==> config.mk <==
export PLATFORM = sky130hd
export DESIGN_NAME = vram_arb
export DESIGN_NICKNAME = d
export VERILOG_FILES = /design/src/rtl/vram_arb.sv
export SDC_FILE = /design/constraint.sdc
export NUM_CORES = 1
export LEC_CHECK = 0
export CORE_MARGIN = 2
export CORE_UTILIZATION = 35
export CTS_CLUSTER_DIAMETER = 50
export DETAILED_ROUTE_END_ITERATION = 10
export GPL_TIMING_DRIVEN = 1
export HOLD_SLACK_MARGIN = 0.15
export PLACE_DENSITY_LB_ADDON = 0.25
export SYNTH_ARGS = -nofsm -noshare
export SYNTH_HDL_FRONTEND = slang
export SYNTH_SLANG_ARGS = --single-unit
export TNS_END_PERCENT = 50
==> constraint.sdc <==
create_clock -name clk -period 3 [get_ports clk]
set_input_delay 0.3 -clock clk [delete_from_list [all_inputs] [get_ports clk]]
set_output_delay 0.3 -clock clk [all_outputs]
set_load 0.05 [all_outputs]
==> src/rtl/vram_arb.sv <==
// Video RAM arbiter: interleaves scanline burst fetches with single host accesses
// on one RAM port. Fetches take priority and can queue one pending request.
module vram_arb #(
    parameter int ADDR_W     = 16,
    parameter int DATA_W     = 8,
    parameter int LINE_WORDS = 80
) (
    input  logic              clk,
    input  logic              rst,
    input  logic              fetchStart,
    input  logic [ADDR_W-1:0] fetchBase,
    input  logic              hostReq,
    input  logic              hostWe,
    input  logic [ADDR_W-1:0] hostAddr,
    input  logic [DATA_W-1:0] hostWdata,
    input  logic              ovrClr,
    input  logic [DATA_W-1:0] memRdata,
    output logic              memEn,
    output logic              memWe,
    output logic [ADDR_W-1:0] memAddr,
    output logic [DATA_W-1:0] memWdata,
    output logic              fetchValid,
    output logic [DATA_W-1:0] fetchData,
    output logic              fetchDone,
    output logic              hostAck,
    output logic [DATA_W-1:0] hostRdata,
    output logic              overrun,
    output logic              busy
);

    typedef enum logic [1:0] {
        IDLE  = 2'd0,
        FETCH = 2'd1,
        HOST  = 2'd2,
        ACK   = 2'd3
    } state_t;

    localparam logic [ADDR_W-1:0] LAST_IDX = ADDR_W'(LINE_WORDS - 1);

    state_t            state_r;
    state_t            state_nxt_s;
    logic [ADDR_W-1:0] idx_r;
    logic [ADDR_W-1:0] base_r;
    logic              pend_r;
    logic              pend_nxt_s;
    logic [ADDR_W-1:0] pend_base_r;
    logic [ADDR_W-1:0] pend_base_nxt_s;
    logic [ADDR_W-1:0] go_base_s;
    logic              go_fetch_s;
    logic              go_host_s;
    logic              can_latch_s;
    logic              accepted_s;
    logic              ovr_set_s;

    // Next-state, pending-fetch queue and overrun detection
    always_comb begin
        state_nxt_s     = state_r;
        pend_nxt_s      = pend_r;
        pend_base_nxt_s = pend_base_r;
        go_base_s       = pend_r ? pend_base_r : fetchBase;
        go_fetch_s      = 1'b0;
        go_host_s       = 1'b0;
        can_latch_s     = 1'b0;
        accepted_s      = 1'b0;
        ovr_set_s       = 1'b0;
        case (state_r)
            IDLE: begin
                if (pend_r || fetchStart) begin
                    state_nxt_s = FETCH;
                    go_fetch_s  = 1'b1;
                    pend_nxt_s  = 1'b0;
                    accepted_s  = !pend_r;
                end else if (hostReq) begin
                    state_nxt_s = HOST;
                    go_host_s   = 1'b1;
                end else begin
                    state_nxt_s = IDLE;
                end
            end
            FETCH: begin
                if (idx_r == LAST_IDX) begin
                    state_nxt_s = IDLE;
                    can_latch_s = 1'b1;
                end else begin
                    state_nxt_s = FETCH;
                end
            end
            HOST: begin
                state_nxt_s = ACK;
                can_latch_s = 1'b1;
            end
            ACK: begin
                state_nxt_s = IDLE;
                can_latch_s = 1'b1;
            end
            default: begin
                state_nxt_s = IDLE;
            end
        endcase
        // A start that is neither accepted nor queueable is lost
        if (fetchStart && !accepted_s) begin
            if (can_latch_s && !pend_r) begin
                pend_nxt_s      = 1'b1;
                pend_base_nxt_s = fetchBase;
            end else begin
                ovr_set_s = 1'b1;
            end
        end else begin
            ovr_set_s = 1'b0;
        end
    end

    // State register and registered RAM/client outputs
    always_ff @(posedge clk or posedge rst) begin
        if (rst) begin
            state_r     <= IDLE;
            idx_r       <= '0;
            base_r      <= '0;
            pend_r      <= 1'b0;
            pend_base_r <= '0;
            memEn       <= 1'b0;
            memWe       <= 1'b0;
            memAddr     <= '0;
            memWdata    <= '0;
            fetchValid  <= 1'b0;
            fetchData   <= '0;
            fetchDone   <= 1'b0;
            hostAck     <= 1'b0;
            hostRdata   <= '0;
            overrun     <= 1'b0;
            busy        <= 1'b0;
        end else begin
            state_r     <= state_nxt_s;
            pend_r      <= pend_nxt_s;
            pend_base_r <= pend_base_nxt_s;
            overrun     <= ovr_set_s | (overrun & ~ovrClr);
            busy        <= (state_nxt_s != IDLE) | pend_nxt_s;
            fetchValid  <= (state_r == FETCH);
            fetchDone   <= (state_r == FETCH) && (idx_r == LAST_IDX);
            hostAck     <= (state_r == HOST);
            if (state_r == FETCH) begin
                fetchData <= memRdata;
            end
            if (state_r == HOST) begin
                hostRdata <= memRdata;
            end
            if (go_fetch_s) begin
                memEn   <= 1'b1;
                memWe   <= 1'b0;
                memAddr <= go_base_s;
                base_r  <= go_base_s;
                idx_r   <= '0;
            end else if (go_host_s) begin
                memEn    <= 1'b1;
                memWe    <= hostWe;
                memAddr  <= hostAddr;
                memWdata <= hostWdata;
            end else if ((state_r == FETCH) && (idx_r != LAST_IDX)) begin
                memEn   <= 1'b1;
                memWe   <= 1'b0;
                idx_r   <= idx_r + ADDR_W'(1);
                memAddr <= base_r + idx_r + ADDR_W'(1);
            end else begin
                memEn <= 1'b0;
                memWe <= 1'b0;
            end
        end
    end

endmodule
==> implementation parameters <==
Parameter                              Value

Outcome
  Status ... finished, final reports clean

Clock tree
  Clock slew seen by the registers of the worst setup and hold paths ... approximately 0.07 ns
  # hold bufs at CTS ... 0
  Later-pin clock latency in the skew report ... ~0.36 ns
  Number of clock sinks seen by CTS ... 98
  Clock tree from TritonCTS ... done
  Count of buffers added by post-CTS timing repair for setup ... 0
  Number of buffers created by CTS ... 9
  Root Buffer ... clkbuf_16
  Max Buffers Root-to-Sink ... 2
  Number of cells upsized or downsized after cts ... 0
  H-tree levels ... 3

Finish
  Share of layout cells above drive strength 1 ... roughly a tenth
  Fin area ... 6568 um^2
  Number of nets in the final layout ... 674
  Fillcell total ... 1301
  Final Util ... 46.95%
  Antenna fix cells ... 0
  Layout Area Growth over Synthesis ... 30.18%

Routing
  Via count of the routed design ... 4087
  Routed wire length ... 13470 um
  Initial DRT Pass Iterations ... 4
  Drt drc ... 0
  Routed length per instance ... roughly 17 um
  Number of nets still failing antenna checks after routing ... 0
  Via density ... 5.187
  First DRT Iteration DRCs ... 222

Yosys
  Mapped Nets ... 575
  Warning count from the yosys run ... 0
  Most instantiated cells after synthesis ... dfrtp_1, nand2_1, nor2_1
  Async set-or-reset flop fraction in the synthesized netlist ... 100.0%
  Leading area contributor after synthesis ... dfrtp_1
  Share of synthesized area occupied by flip-flops and latches ... around 50%
  Cell with the most instances after synthesis ... dfrtp_1
  Number of register bits inferred by synthesis ... 98
  Synth Area per Inst ... 10.01 um^2
  Most used flip-flop cell after synthesis ... dfrtp_1
  Post-synthesis cell area ... 5045 um^2
  Number of distinct library cells after synthesis ... 59
  Synthesized instance count ... 504
  Post-synth EDFFs ... 0
  Top cells by area in the synthesized netlist ... dfrtp_1, nand2_1, ha_1
  Share of the synthesized area in the top cell type ... 48.61%

Floorplan
  Initial cell density of the core ... ~36%
  Die span in x ... 124.1 um
  Floorplan Core Area ... ~14000 um^2
  Ports placed on the boundary ... between 100 and 150
  Die area ... 15390 um^2
  Height of the chip ... 124.1 um
  Number of standard-cell rows in the floorplan ... between 40 and 50

Placed design
  Post-DP Area ... 6272 um^2
  HPWL Detailed ... 9655 um
  Weighted congestion reported at the end of routability-driven placement ... slightly above 0.8
  Number of I/O port buffers ... 100

STA
  Fmax achieved ... 385.1 MHz
  Clock period minus final worst setup slack ... 2.597 ns
  Final setup violation count ... 0
  Number of hold violations in the final report ... 0
  Unrepaired setup endpoints after global routing ... no
  Total Neg Setup Slack ... 0 ns
  Actual transition at the worst max-transition pin ... between 0.7 and 0.8 ns
  Remaining max-slew budget at the tightest pin ... between 40% and 50%
  Max-slew violation count ... 0
  Post-route clock skew ... between 0.015 and 0.02 ns
  Period Utilization, post-route ... approximately 87%

GRT
  Grt total ovfl ... 0
  Met2 Use GR ... 28.24%
  Met3 capacity usage during global routing ... 7.555%
  Met1 Usage GRT ... 22.74%
  Maximum number of pins on one net before global-route repair ... 42
  Via count of the first global-routing pass ... 4177
  Number of antenna violations at the first check in global routing ... 0
  GRT Resource Usage Total ... 18.11%
  Layer with the highest usage after global routing ... met2
  Wire length of the first global-routing pass ... 21180 um

Worst setup path
  Kind of critical path ... reg -> reg
  Maximum net fanout on the critical path ... 5
  Worst path arrival time ... between 2 and 3 ns
  Required time of the critical path ... 3.23 ns
  Worst Setup End Kind ... register
  Number of cells on the worst reg-to-reg path ... 10
  Critical Path Source Type ... register
  Beginning of the worst register-to-register path ... idx_r[0]
  Terminus of the critical flop-to-flop path ... memAddr[10]
  Setup slack on the worst flop-to-flop path ... about 0.40 ns

Power
  Cell leakage power ... approximately 2.9 nW
  Peak supply drop ... 0.3895 mV
  Ratio of total power to cell area ... about 450 nW/um^2

Run
  Count of maximum capacitance violations ... 0

Min path
  Worst min-delay path category ... in -> async
[critical path, cell delays in order (launching register included)]
cell and delay [ns]:
dfrtp_1 0.44, inv_1 0.08, ha_1 0.16, inv_1 0.06
fa_1 0.42, a211oi_1 0.32, o21bai_1 0.14, o22ai_1 0.40
o21ai_0 0.19, a21oi_1 0.17, o21ai_0 0.09
[sequential cells by signal, indices dropped and copies added, names as in the netlist]
name and flops:
overrun 1, hostRdata 8, memAddr 16, memWdata 8, memWe 1, fetchData 8, fetchValid 1, hostAck 1
base_r 16, pend_base_r 16, idx_r 16, memEn 1, fetchDone 1, state_r 2, pend_r 1, busy 1
[kinds of logic (layout without fill, tap and decap cells)]
family                   after synthesis  after routing  synth area share (%)
AO/OA/AOI/OAI                        109            109                 13.84
XOR/XNOR                              23             23                 3.993
adder cells (fa/ha/maj)               17             17                 4.365
buffers and inverters                 35            139                 3.001
flip-flops                            98             98                 48.61
multiplexers                          40             40                 9.226
AND/OR/NAND/NOR                      182            182                 16.96
[how the worst max path moves through the flow]
stage / from / to / slack [ns]
after floorplan: rst / base_r[0] / 0.14
after global placement: idx_r[0] / memAddr[12] / 0.51
after detailed placement: idx_r[0] / memAddr[10] / 0.46
after CTS: idx_r[0] / memAddr[10] / 0.44
after global routing: idx_r[0] / memAddr[10] / 0.20
final: idx_r[0] / memAddr[10] / 0.40
[routing by layer]
metal  part of all wire, %  wire (um)  vias up
li1                      -          -     1961
met1                    44       5931     1977
met2                    46       6200      130
met3                   7.8       1045       19
met4                   2.1        288        0
met5                     0          0        -
[where the power goes]
group / switching (mW) / internal [mW] / total (mW)
sequential: 0.0327 / 1.37 / 1.40
combinational: 0.218 / 0.175 / 0.394
clock: 0.532 / 0.652 / 1.18
total: 0.783 / 2.20 / 2.98
[metrics by stage]
stage | hold WS (ns) | power (mW) | worst slack, ns | cells
floorplan | 0.3964 | 1.645 | 0.1379 | 504
global placement | 0.4580 | 1.820 | 0.5117 | 772
detailed placement | 0.4618 | 1.825 | 0.4634 | 772
CTS | 0.3543 | 3.016 | 0.4375 | 788
global route | 0.3872 | 3.111 | 0.2037 | 788
finish | 0.3382 | 2.982 | 0.4033 | 788
[final cells by class]
| class | count | area [um^2] | area share [%] |
|---|---|---|---|
| multi-input combinational | 371 | 2447 | 37.26 |
| timing repair buffer | 112 | 1104 | 16.80 |
| inverter | 11 | 43.79 | 0.6668 |
| tap | 180 | 225.2 | 3.429 |
| sequential | 98 | 2452 | 37.34 |
| clock buffer | 11 | 232.7 | 3.544 |
| clock inverter | 5 | 62.56 | 0.9526 |
[cell usage in the layout (no fill, tap or decap), types with 11 or more instances in the layout]
master	count
buf_4	11
mux2_2	16
dfrtp_1	98
ha_1	16
mux2i_1	15
xnor2_1	18
o21ai_0	25
a21o_1	12
nor2_1	38
a21oi_1	26
nand2_1	90
clkdlybuf4s50_1	100
(Power assumes the default switching activity.)
